==> config.mk <==
export PLATFORM = sky130hd
export DESIGN_NAME = display_arbiter_flat
export DESIGN_NICKNAME = d
export VERILOG_FILES = /design/src/rtl/display_arbiter_if.sv /design/src/rtl/display_arbiter.sv /design/src/flat_wrapper.sv
export SDC_FILE = /design/constraint.sdc
export NUM_CORES = 1
export LEC_CHECK = 0
export CAP_MARGIN = 25
export CORE_ASPECT_RATIO = 1.1
export CORE_MARGIN = 2
export CORE_UTILIZATION = 37
export DETAILED_ROUTE_END_ITERATION = 10
export GPL_ROUTABILITY_DRIVEN = 1
export PLACE_DENSITY = 0.6
export SYNTH_ARGS = -nofsm -noshare
export SYNTH_HDL_FRONTEND = slang
export SYNTH_SLANG_ARGS = --single-unit
==> constraint.sdc <==
create_clock -name clk_i -period 2.95 [get_ports clk_i]
set_input_delay 0.59 -clock clk_i [delete_from_list [all_inputs] [get_ports clk_i]]
set_output_delay 0.59 -clock clk_i [all_outputs]
set_load 0.01 [all_outputs]
==> src/rtl/display_arbiter_if.sv <==
// Bus between the two message requesters and the HEX display arbiter.
// The requester side (master) offers level requests plus 18-bit frames.
// The arbiter side (slave) returns grants, done pulses and the frame for the decoders.
interface display_arbiter_if;
  logic        req_a_i;
  logic [17:0] codes_a_i;
  logic        req_b_i;
  logic [17:0] codes_b_i;
  logic        grant_a_o;
  logic        grant_b_o;
  logic        done_a_o;
  logic        done_b_o;
  logic [17:0] codes_o;

  modport master (
    output req_a_i, codes_a_i, req_b_i, codes_b_i,
    input  grant_a_o, grant_b_o, done_a_o, done_b_o, codes_o
  );

  modport slave (
    input  req_a_i, codes_a_i, req_b_i, codes_b_i,
    output grant_a_o, grant_b_o, done_a_o, done_b_o, codes_o
  );
endinterface

==> src/rtl/display_arbiter.sv <==
// Round-robin time-sharing arbiter for the six HEX digits.
// A grant snapshots the winner's frame, holds it for HOLD_CYCLES cycles, and
// pulses done on the last cycle. At least one IDLE cycle separates grants.
module display_arbiter #(
  parameter int unsigned HOLD_CYCLES = 50_000_000
) (
  input  logic                clk_i,
  input  logic                reset_i,
  display_arbiter_if.slave    bus
);

  // The counter only ever holds values 0..HOLD_CYCLES-1, so it never wraps.
  localparam int unsigned   CW         = (HOLD_CYCLES > 1) ? $clog2(HOLD_CYCLES) : 1;
  localparam logic [CW-1:0] LOAD       = CW'(HOLD_CYCLES - 1);
  localparam logic [CW-1:0] ONE        = CW'(1);
  // With a one-cycle dwell the entry cycle is also the last cycle.
  localparam logic          FIRST_DONE = (HOLD_CYCLES == 1);

  typedef enum logic [1:0] {IDLE, SHOW_A, SHOW_B} state_t;

  state_t        state_q;
  logic          last_b_q;
  logic [CW-1:0] cnt_q;
  logic          grant_a_q;
  logic          grant_b_q;
  logic          done_a_q;
  logic          done_b_q;
  logic [17:0]   codes_q;

  logic          pick_a_d;
  logic          pick_b_d;

  // Tie-break: the requester that was not served last wins.
  always_comb begin
    pick_a_d = bus.req_a_i & (~bus.req_b_i | last_b_q);
    pick_b_d = bus.req_b_i & (~bus.req_a_i | ~last_b_q);
  end

  // Arbitration FSM with the dwell counter and all registered outputs.
  always_ff @(posedge clk_i) begin
    if (reset_i) begin
      state_q   <= IDLE;
      last_b_q  <= 1'b1;
      cnt_q     <= '0;
      grant_a_q <= 1'b0;
      grant_b_q <= 1'b0;
      done_a_q  <= 1'b0;
      done_b_q  <= 1'b0;
      codes_q   <= '0;
    end else begin
      done_a_q <= 1'b0;
      done_b_q <= 1'b0;
      case (state_q)
        IDLE: begin
          if (pick_a_d) begin
            state_q   <= SHOW_A;
            grant_a_q <= 1'b1;
            codes_q   <= bus.codes_a_i;
            cnt_q     <= LOAD;
            last_b_q  <= 1'b0;
            done_a_q  <= FIRST_DONE;
          end else if (pick_b_d) begin
            state_q   <= SHOW_B;
            grant_b_q <= 1'b1;
            codes_q   <= bus.codes_b_i;
            cnt_q     <= LOAD;
            last_b_q  <= 1'b1;
            done_b_q  <= FIRST_DONE;
          end
        end
        SHOW_A, SHOW_B: begin
          // Requests and incoming frames are ignored until the dwell expires.
          if (cnt_q == '0) begin
            state_q   <= IDLE;
            grant_a_q <= 1'b0;
            grant_b_q <= 1'b0;
            codes_q   <= '0;
          end else begin
            cnt_q <= cnt_q - ONE;
            if (cnt_q == ONE) begin
              done_a_q <= (state_q == SHOW_A);
              done_b_q <= (state_q == SHOW_B);
            end
          end
        end
        default: begin
          state_q   <= IDLE;
          grant_a_q <= 1'b0;
          grant_b_q <= 1'b0;
          codes_q   <= '0;
        end
      endcase
    end
  end

  assign bus.grant_a_o = grant_a_q;
  assign bus.grant_b_o = grant_b_q;
  assign bus.done_a_o  = done_a_q;
  assign bus.done_b_o  = done_b_q;
  assign bus.codes_o   = codes_q;

endmodule
==> src/flat_wrapper.sv <==
// flat-port wrapper written by rule: the top's interface ports become plain ports
module display_arbiter_flat 
#(
  parameter int unsigned HOLD_CYCLES = 50_000_000
)
  (clk_i, reset_i, bus_req_a_i, bus_codes_a_i, bus_req_b_i, bus_codes_b_i, bus_grant_a_o, bus_grant_b_o, bus_done_a_o, bus_done_b_o, bus_codes_o);
  display_arbiter_if bus_i ();
  input  logic clk_i;
  input  logic reset_i;
  input wire logic [$bits(bus_i.req_a_i)-1:0] bus_req_a_i;
  input wire logic [$bits(bus_i.codes_a_i)-1:0] bus_codes_a_i;
  input wire logic [$bits(bus_i.req_b_i)-1:0] bus_req_b_i;
  input wire logic [$bits(bus_i.codes_b_i)-1:0] bus_codes_b_i;
  output wire logic [$bits(bus_i.grant_a_o)-1:0] bus_grant_a_o;
  output wire logic [$bits(bus_i.grant_b_o)-1:0] bus_grant_b_o;
  output wire logic [$bits(bus_i.done_a_o)-1:0] bus_done_a_o;
  output wire logic [$bits(bus_i.done_b_o)-1:0] bus_done_b_o;
  output wire logic [$bits(bus_i.codes_o)-1:0] bus_codes_o;
  assign bus_i.req_a_i = bus_req_a_i;
  assign bus_i.codes_a_i = bus_codes_a_i;
  assign bus_i.req_b_i = bus_req_b_i;
  assign bus_i.codes_b_i = bus_codes_b_i;
  assign bus_grant_a_o = bus_i.grant_a_o;
  assign bus_grant_b_o = bus_i.grant_b_o;
  assign bus_done_a_o = bus_i.done_a_o;
  assign bus_done_b_o = bus_i.done_b_o;
  assign bus_codes_o = bus_i.codes_o;
  display_arbiter #(.HOLD_CYCLES(HOLD_CYCLES)) u_core (.clk_i(clk_i), .reset_i(reset_i), .bus(bus_i));
endmodule
==> flow_metrics.env, run 1 <==
export IMPL_area_growth_pct=33.8
export IMPL_die_h_um=90.1
export IMPL_p_leak_nw=1.15
export IMPL_outcome="completed"
export IMPL_synth_most_common_cell="dfxtp_1"
export IMPL_syn_nets=314
export IMPL_hold_viol=0
export IMPL_yosys_top_cells_count="dfxtp_1, nor2_1, a21oi_1, a22oi_1, o2bb2ai_1"
export IMPL_wl_per_cell_um=14.1
export IMPL_fin_crit_sh_pct=83.9
export IMPL_setup_ws_ns=0.474
export IMPL_cts_resized=0
export IMPL_p_per_area_mw_per_mm2=636
export IMPL_clockBufferDepth=2
export IMPL_hold_class="reg2reg"
export IMPL_required_ns=3.19
export IMPL_start_kind="flop"
export IMPL_drv_cap=0
export IMPL_dieArea_mm2=0.00742
export IMPL_coreArea_mm2=0.00656
export IMPL_drive_gt1_share_pct=8.79
export IMPL_die_width_um=82.3
export IMPL_synth_edff_count=0
export IMPL_slew_violations=0
export IMPL_r2r_setup_slack_ns=0.47
export IMPL_grt_pass1_wl_um=10100
export IMPL_grt_pass1_vias=2128
export IMPL_drt_first_iter_violations=138
export IMPL_numCtsBuffers=5
export IMPL_synthDistinctLibCells=45
export IMPL_syn_avg_cell_area_um2=9.31
export IMPL_tightest_slew_ns=0.590
export IMPL_nNetsFinal=376
export IMPL_yosys_warnings=0
export IMPL_clock_root_buffer="clkbuf_8"
export IMPL_n_antenna_cell=0
export IMPL_fin_setup_tns_ns=0
export IMPL_grt_setup_unrepaired="false"
export IMPL_setup_viol=0
export IMPL_grtUsageTotal_pct=17.3
export IMPL_drc_errors=0
export IMPL_fin_worst_skew_ns=0.00279
export IMPL_num_fill_cells=653
export IMPL_drt_wl_total_um=5830
export IMPL_clk_pin_slew_worst_paths_ns=0.09
export IMPL_pre_cts_ws_ns=0.366
export IMPL_cts_sinks=51
export IMPL_ctsHtreeMaxLevel=2
export IMPL_drt_antenna_violating_nets=0
export IMPL_clk_insertion_delay_late_ns=0.30
export IMPL_antenna_found_initial=0
export IMPL_post_cts_buffers=0
export IMPL_worst_setup_path_end_kind="flop"
export IMPL_synth_area_leaders="dfxtp_1, o2bb2ai_1, xor2_1, a22oi_1, a21oi_1"
export IMPL_synth_top_cell_by_area="dfxtp_1"
export IMPL_grt_max_degree=23
export IMPL_vias_per_cell=5.33
export IMPL_initial_core_util_pct=38.1
export IMPL_ctsHoldBuffers=0
export IMPL_synth_area_mm2=0.00249
export IMPL_arrival_ns=2.71
export IMPL_synthCells=268
export IMPL_rows=31
export IMPL_port_buffers=61
export IMPL_vias=2197
export IMPL_top_level_ports=62
export IMPL_cts_tree="yes"
export IMPL_clock_fmax_mhz=404
export IMPL_fin_crit_ns=2.48
export IMPL_cp_max_fo=6
export IMPL_crit_type="reg2reg"
export IMPL_synth_seq_cells=51
export IMPL_vdd_ir_drop_max_v=0.000308
export IMPL_async_flop_share_pct=0
export IMPL_synth_top_cell_area_share_pct=40.9
export IMPL_gp_congestion=0.781
export IMPL_firstDrtPassIters=4
export IMPL_slew_headroom_pct=60.3
export IMPL_seq_area_frac_synth_pct=40.9
export IMPL_dp_hpwl_um=4260
export IMPL_synthFlopType="dfxtp_1"
export IMPL_grt_overflow=0
## final timing paths
| kind | from | to | cells past startpoint |
|---|---|---|---|
| max | u_core.cnt_q[0]$_SDFFE_PP0P_ | u_core.cnt_q[18]$_SDFFE_PP0P_ | 7 |
| min | u_core.bus.codes_o[0]$_SDFFE_PP0P_ | u_core.bus.codes_o[0]$_SDFFE_PP0P_ | 1 |
| max reg2reg | u_core.cnt_q[0]$_SDFFE_PP0P_ | u_core.cnt_q[18]$_SDFFE_PP0P_ | 7 |
| min reg2reg | u_core.bus.codes_o[0]$_SDFFE_PP0P_ | u_core.bus.codes_o[0]$_SDFFE_PP0P_ | 1 |
## layer usage
metal	part of all wire, %	vias up	routed length, µm	track usage, %
met1	45	988	2640	22.4
li1	-	1147	-	-
met4	1.3	0	78	4.58
met5	0	-	0	0
met2	46	56	2690	26.5
met3	7.1	6	415	6.53
## power breakdown
group          internal (mW)  switching, mW
registers              0.813          0.114
logic                  0.343          0.372
clock network          0.248          0.234
## cell usage in the layout, fill, tap and decap left out, types with 2 or more instances in the layout
cell type,instances
a21oi_1,18
a311oi_1,2
o31ai_1,4
a31oi_1,3
o21a_1,2
clkbuf_8,5
dfxtp_1,51
or3_1,2
a22o_1,2
o2bb2ai_1,18
o2111ai_1,3
clkdlybuf4s50_1,61
nand2b_1,2
nor4_4,2
and2_1,3
xor2_1,16
o21ai_0,3
o211ai_1,11
nor2_1,20
nor4_1,6
inv_1,9
nor3_1,7
a22oi_1,18
nand2_1,3
or4_1,6
nor3b_1,6
buf_4,13
nand4_1,6
nand3_1,4
a21boi_1,2
ha_1,6
## layout make-up
class,count,area (µm²),area share [%]
multi-input cells,189,1370,40.9
well taps,82,103,3.07
clock inverters,2,37.5,1.12
inverters,9,33.8,1.01
repair buffers,74,708,21.2
clock buffers,5,68.8,2.06
flip-flops and latches,51,1020,30.6
## worst max-delay path: stages, from the launching register on
cell	delay, ns
dfxtp_1	0.37
inv_1	0.07
ha_1	0.20
or3b_2	0.52
nor4_4	0.40
nand4_1	0.25
or4_1	0.45
a21oi_1	0.15
## sequential cells by signal (all words and copies together) (netlist names)
name / cells
u_core.bus.codes_o: 18
u_core.last_b_q: 1
u_core.cnt_q: 26
u_core.bus.grant_a_o: 1
u_core.bus.done_a_o: 1
u_core.bus.done_b_o: 1
u_core.state_q: 2
u_core.bus.grant_b_o: 1
## cell families (layout without fill, tap and decap cells)
| kind of cell | count (synthesis) | count (layout) | share of synthesized area [%] |
|---|---|---|---|
| simple gates | 75 | 75 | 18.7 |
| xor+xnor | 17 | 17 | 5.97 |
| flops | 51 | 51 | 40.9 |
| compound gates | 91 | 91 | 27.1 |
| buf+inv | 28 | 90 | 4.31 |
| fa+ha+maj | 6 | 6 | 3.01 |
## stage by stage
stage	cells	total power, mW	instance area [µm²]	hold WS, ns	utilization (%)
final	412	2.12	3340	0.470	50.9
after global routing	412	2.28	3340	0.495	50.9
after CTS	412	2.15	3340	0.479	50.9
after detailed placement	405	1.66	3230	0.447	49.3
after global placement	405	1.66	3230	0.443	49.3
after floorplan	268	1.36	2490	0.465	-
No activity file was read; power rests on OpenSTA's default activity.
==> inputs of run 2 (changes only) <==
--- a/config.mk
+++ b/config.mk
@@ -11,7 +11,7 @@
 export CORE_UTILIZATION = 37
 export DETAILED_ROUTE_END_ITERATION = 10
 export GPL_ROUTABILITY_DRIVEN = 1
-export PLACE_DENSITY = 0.6
+export PLACE_DENSITY = 0.62
 export SYNTH_ARGS = -nofsm -noshare
 export SYNTH_HDL_FRONTEND = slang
 export SYNTH_SLANG_ARGS = --single-unit
==> constraint.sdc (replaced) <==
create_clock -name clk_i -period 2.2 [get_ports clk_i]
set_input_delay 0.44 -clock clk_i [delete_from_list [all_inputs] [get_ports clk_i]]
set_output_delay 0.44 -clock clk_i [all_outputs]
set_load 0.01 [all_outputs]
==> run 2 against run 1 <==
Against the previous run:
- flip-flop and latch count stayed put
- hold slack lost 0.0011 ns
- register-to-register slack worse by 0.39 ns
- clock skew grew 0.0032 ns
- cell area is 7.4% higher
- setup slack got worse by 0.39 ns
- clock power grew 13%
- maximum frequency rose by 17%
- largest power group unchanged
- highest routed layer unchanged
==> flow_metrics.env, run 2 (synthesized netlist as in run 1, its figures left out) <==
export IMPL_antenna_found_initial=0
export IMPL_wl_per_cell_um=14.6
export IMPL_whs_ns=0.468
export IMPL_crit_slowest_cell="or4_4"
export IMPL_numCtsBuffers=5
export IMPL_grtUsageTotal_pct=17.9
export IMPL_path_buf_inv=1
export IMPL_grt_max_degree=25
export IMPL_hold_class="reg2reg"
export IMPL_fin_crit_sh_pct=96.2
export IMPL_grt_setup_unrepaired="true"
export IMPL_pre_cts_ws_ns=-0.133
export IMPL_cp_max_fo=6
export IMPL_firstDrtPassIters=4
export IMPL_crit_type="reg2reg"
export IMPL_dp_cells=430
export IMPL_fin_crit_ns=2.12
export IMPL_clk_pin_slew_worst_paths_ns=0.10
export IMPL_ctsHtreeMaxLevel=2
export IMPL_grt_pass1_vias=2359
export IMPL_vias=2405
export IMPL_coreArea_mm2=0.00656
export IMPL_cts_sinks=51
export IMPL_n_antenna_cell=0
export IMPL_vias_per_cell=5.45
export IMPL_crit_family="simple AND/OR/NAND/NOR gates"
export IMPL_worst_setup_path_end_kind="flop"
export IMPL_drt_first_iter_violations=74
export IMPL_fin_cells=441
export IMPL_dp_hpwl_um=4720
export IMPL_start_kind="flop"
export IMPL_cts_tree="yes"
export IMPL_clock_fmax_mhz=472
export IMPL_fin_util_pct=54.7
export IMPL_hold_viol=0
export IMPL_grt_overflow=0
export IMPL_port_buffers=61
export IMPL_clockBufferDepth=2
export IMPL_drc_errors=0
export IMPL_clock_root_buffer="clkbuf_8"
export IMPL_setup_viol=0
export IMPL_area_growth_pct=43.7
export IMPL_max_stage_delay_ns=0.55
export IMPL_drt_antenna_violating_nets=0
export IMPL_vdd_ir_drop_max_v=0.000391
export IMPL_layout_common_cells="clkdlybuf4s50_1, dfxtp_1, buf_4"
export IMPL_largest_register_ffs=26
export IMPL_slew_violations=0
export IMPL_die_h_um=90.1
export IMPL_ctsHoldBuffers=0
export IMPL_drive_gt1_share_pct=18.9
export IMPL_drv_cap=0
export IMPL_clk_insertion_delay_late_ns=0.30
export IMPL_p_leak_nw=1.29
export IMPL_slew_headroom_pct=71.2
export IMPL_rows=31
export IMPL_nNetsFinal=404
export IMPL_path_cells="buf_6 -> or4_4 -> nor4_4 -> o211ai_4 -> or4_1 -> a31oi_1"
export IMPL_num_fill_cells=645
export IMPL_tightest_slew_ns=0.431
export IMPL_top_level_ports=62
export IMPL_grt_pass1_wl_um=10600
export IMPL_setup_ws_ns=0.0835
export IMPL_arrival_ns=2.35
export IMPL_largest_register="u_core.cnt_q"
export IMPL_required_ns=2.44
export IMPL_final_common_cell="clkdlybuf4s50_1"
export IMPL_totalPowerFinal_mw=2.91
export IMPL_dieArea_mm2=0.00742
export IMPL_die_width_um=82.3
export IMPL_outcome="completed"
export IMPL_drt_wl_total_um=6420
export IMPL_p_per_area_mw_per_mm2=812
export IMPL_fin_worst_skew_ns=0.00601
export IMPL_initial_core_util_pct=38.1
export IMPL_gp_congestion=0.827
## run 2: report_power, final
group | switching, mW | leakage (nW) | total [mW] | internal (mW)
combinational | 0.567 | 0.829 | 1.14 | 0.568
clock | 0.322 | 0.0402 | 0.544 | 0.222
sequential | 0.140 | 0.421 | 1.23 | 1.09
## run 2: worst register-to-register path, delay by kind of cell (launching register included)
kind / cells / cell delay [ns]
DFF: 1 / 0.34
buffers and inverters: 1 / 0.11
AOI/OAI and AO/OA: 2 / 0.32
and+or+nand+nor: 3 / 1.29
## run 2: path summary, 6_finish.rpt
kind,slack [ns],start,cells after the start,to
max,0.08,u_core.cnt_q[1]$_SDFFE_PP0P_,6,u_core.cnt_q[21]$_SDFFE_PP0P_
min reg2reg,0.47,u_core.bus.codes_o[0]$_SDFFE_PP0P_,1,u_core.bus.codes_o[0]$_SDFFE_PP0P_
min,0.47,u_core.bus.codes_o[0]$_SDFFE_PP0P_,1,u_core.bus.codes_o[0]$_SDFFE_PP0P_
max reg2reg,0.08,u_core.cnt_q[1]$_SDFFE_PP0P_,6,u_core.cnt_q[21]$_SDFFE_PP0P_
## run 2: repair_timing
action / in CTS / in global routing
pin swaps: 0 / 10
resized for setup: 3 / 11
buffers inserted: 0 / 3
setup endpoints to repair: 20 / 31
## run 2: layout make-up
type / count / area [µm²] / area share [%]
sequential: 51 / 1020 / 28.5
inverter: 9 / 33.8 / 0.942
clock inverter: 3 / 20.0 / 0.558
multi-input combinational: 189 / 1420 / 39.5
timing repair buffer: 102 / 922 / 25.7
tap: 82 / 103 / 2.86
clock buffer: 5 / 68.8 / 1.92
## run 2: stage by stage
| stage | setup TNS (ns) | cell area (µm²) |
|---|---|---|
| after floorplan | 0 | 2490 |
| after global routing | -0.00889 | 3590 |
| final | 0 | 3590 |
| after CTS | 0 | 3520 |
| after detailed placement | -0.732 | 3420 |
| after global placement | -0.101 | 3420 |
## run 2: per-layer routing
metal / wire length, µm / track usage (%) / vias up / part of all wire [%]
met5: 0 / 0 / - / 0
met4: 72 / 5.14 / 0 / 1.1
met3: 434 / 5.52 / 6 / 6.8
met2: 3050 / 30.4 / 69 / 47
met1: 2870 / 21.2 / 1131 / 45
li1: - / - / 1199 / -
==> inputs of run 3 (changes only) <==
--- a/config.mk
+++ b/config.mk
@@ -8,10 +8,10 @@
 export CAP_MARGIN = 25
 export CORE_ASPECT_RATIO = 1.1
 export CORE_MARGIN = 2
-export CORE_UTILIZATION = 37
+export CORE_UTILIZATION = 40
 export DETAILED_ROUTE_END_ITERATION = 10
 export GPL_ROUTABILITY_DRIVEN = 1
-export PLACE_DENSITY = 0.62
+export PLACE_DENSITY = 0.67
 export SYNTH_ARGS = -nofsm -noshare
 export SYNTH_HDL_FRONTEND = slang
 export SYNTH_SLANG_ARGS = --single-unit
==> run 3 against run 2 <==
Against the previous run:
- clock skew rose by 0.0037 ns
- first-iteration DRC count grew 65%
- power up 5.0%
- via count fell by 2.2%
- sequential power barely moved
- setup slack gained 0.024 ns
- clock power is 29% higher
- routed wire length shrank 1.9%
- highest routed layer unchanged
==> flow_metrics.env, run 3 (synthesized netlist as in run 1, its figures left out) <==
export IMPL_outcome="completed"
export IMPL_start_kind="flop"
export IMPL_max_stage_delay_ns=0.57
export IMPL_coreArea_mm2=0.00612
export IMPL_numCtsBuffers=5
export IMPL_die_width_um=79.3
export IMPL_fin_crit_sh_pct=95.1
export IMPL_totalPowerFinal_mw=3.06
export IMPL_arrival_ns=2.33
export IMPL_largest_register="u_core.cnt_q"
export IMPL_crit_family="simple AND/OR/NAND/NOR gates"
export IMPL_cts_sinks=51
export IMPL_cts_tree="yes"
export IMPL_fin_crit_ns=2.09
export IMPL_area_growth_pct=43.2
export IMPL_whs_ns=0.473
export IMPL_drc_errors=0
export IMPL_tightest_slew_ns=0.394
export IMPL_critical_path_most_common_cell="or4_1"
export IMPL_top_layer="met4"
export IMPL_postPlaceCellArea_mm2=0.00341
export IMPL_layout_common_cells="clkdlybuf4s50_1, dfxtp_1, buf_4"
export IMPL_clk_pin_slew_worst_paths_ns=0.10
export IMPL_slew_violations=0
export IMPL_final_common_cell="clkdlybuf4s50_1"
export IMPL_largest_register_ffs=26
export IMPL_worst_setup_path_end_kind="flop"
export IMPL_vdd_ir_drop_max_v=0.000415
export IMPL_drive_gt1_share_pct=17.1
export IMPL_drt_first_iter_violations=122
export IMPL_hold_viol=0
export IMPL_pre_cts_ws_ns=-0.0932
export IMPL_hold_class="reg2reg"
export IMPL_cp_max_fo=6
export IMPL_clock_fmax_mhz=478
export IMPL_firstDrtPassIters=4
export IMPL_grt_max_degree=19
export IMPL_slew_headroom_pct=73.5
export IMPL_clockBufferDepth=2
export IMPL_dp_hpwl_um=4620
export IMPL_wl_per_cell_um=14.4
export IMPL_p_per_area_mw_per_mm2=856
export IMPL_path_cells="buf_4 -> or4_1 -> nor4_4 -> o211ai_4 -> or4_1 -> a31oi_1"
export IMPL_nNetsFinal=401
export IMPL_p_leak_nw=1.29
export IMPL_grt_overflow=0
export IMPL_clock_root_buffer="clkbuf_8"
export IMPL_path_buf_inv=1
export IMPL_drt_antenna_violating_nets=0
export IMPL_grtUsageTotal_pct=19.1
export IMPL_n_antenna_cell=0
export IMPL_die_h_um=86.8
export IMPL_drt_wl_total_um=6300
export IMPL_setup_ws_ns=0.107
export IMPL_drv_cap=0
export IMPL_fin_setup_tns_ns=0
export IMPL_dieArea_mm2=0.00689
export IMPL_clk_insertion_delay_late_ns=0.31
export IMPL_met2WireLength_um=3060
export IMPL_initial_core_util_pct=40.8
export IMPL_ctsHtreeMaxLevel=2
export IMPL_routedLengthMet1_um=2820
export IMPL_gp_congestion=0.842
export IMPL_grt_pass1_vias=2440
export IMPL_setup_viol=0
export IMPL_antenna_found_initial=0
export IMPL_top_level_ports=62
export IMPL_crit_type="reg2reg"
export IMPL_required_ns=2.44
export IMPL_rows=30
export IMPL_met3_length_um=372
export IMPL_fin_area_mm2=0.00357
export IMPL_vias_per_cell=5.40
export IMPL_crit_slowest_cell="or4_1"
export IMPL_port_buffers=61
export IMPL_fin_worst_skew_ns=0.00968
export IMPL_grt_pass1_wl_um=10700
export IMPL_vias=2353
[run 3: power by group]
part           internal, mW  switching [mW]
combinational         0.564           0.557
sequential             1.09           0.144
clock                 0.375           0.327
[run 3: area by class of cell]
cell class,instances,area [µm²]
Clock buffer,6,82.6
Clock inverter,2,38.8
Fill cell,559,2540
Inverter,9,33.8
Multi-Input combinational cell,189,1400
Sequential cell,51,1020
Tap cell,80,100
Timing Repair Buffer,99,896
[run 3: worst paths after layout]
check,startpoint,to,slack (ns),cells after the start
setup / recovery,u_core.cnt_q[1]$_SDFFE_PP0P_,u_core.cnt_q[25]$_SDFFE_PP0P_,0.11,6
hold / removal,u_core.bus.codes_o[16]$_SDFFE_PP0P_,u_core.bus.codes_o[16]$_SDFFE_PP0P_,0.47,1
setup reg to reg,u_core.cnt_q[1]$_SDFFE_PP0P_,u_core.cnt_q[25]$_SDFFE_PP0P_,0.11,6
hold reg to reg,u_core.bus.codes_o[16]$_SDFFE_PP0P_,u_core.bus.codes_o[16]$_SDFFE_PP0P_,0.47,1
[run 3: through the flow]
| stage | instances | util, % |
|---|---|---|
| floorplan | 268 | - |
| CTS | 435 | 57.8 |
| global placement | 427 | 55.7 |
| finish | 436 | 58.4 |
| detailed placement | 427 | 55.7 |
| global route | 436 | 58.4 |
[run 3: metal layers]
metal | up-vias | global-route usage, %
met5 | - | 0
met4 | 0 | 3.76
met3 | 5 | 5.42
met2 | 58 | 34.0
met1 | 1101 | 22.9
li1 | 1189 | -
[run 3: worst register-to-register path, stage by stage, from the launching register on]
cell and delay, ns:
dfxtp_1 0.32, buf_4 0.13, or4_1 0.57, nor4_4 0.25
o211ai_4 0.16, or4_1 0.48, a31oi_1 0.13
[run 3: what timing repair did]
| item | 4_1_cts | 5_1_grt |
|---|---|---|
| setup endpoints to repair | 2 | 26 |
| resized for setup | 1 | 7 |
| setup buffers | 0 | 1 |
| pin swaps | 1 | 5 |
| cloned | 0 | 0 |
| hold buffers | 0 | 0 |
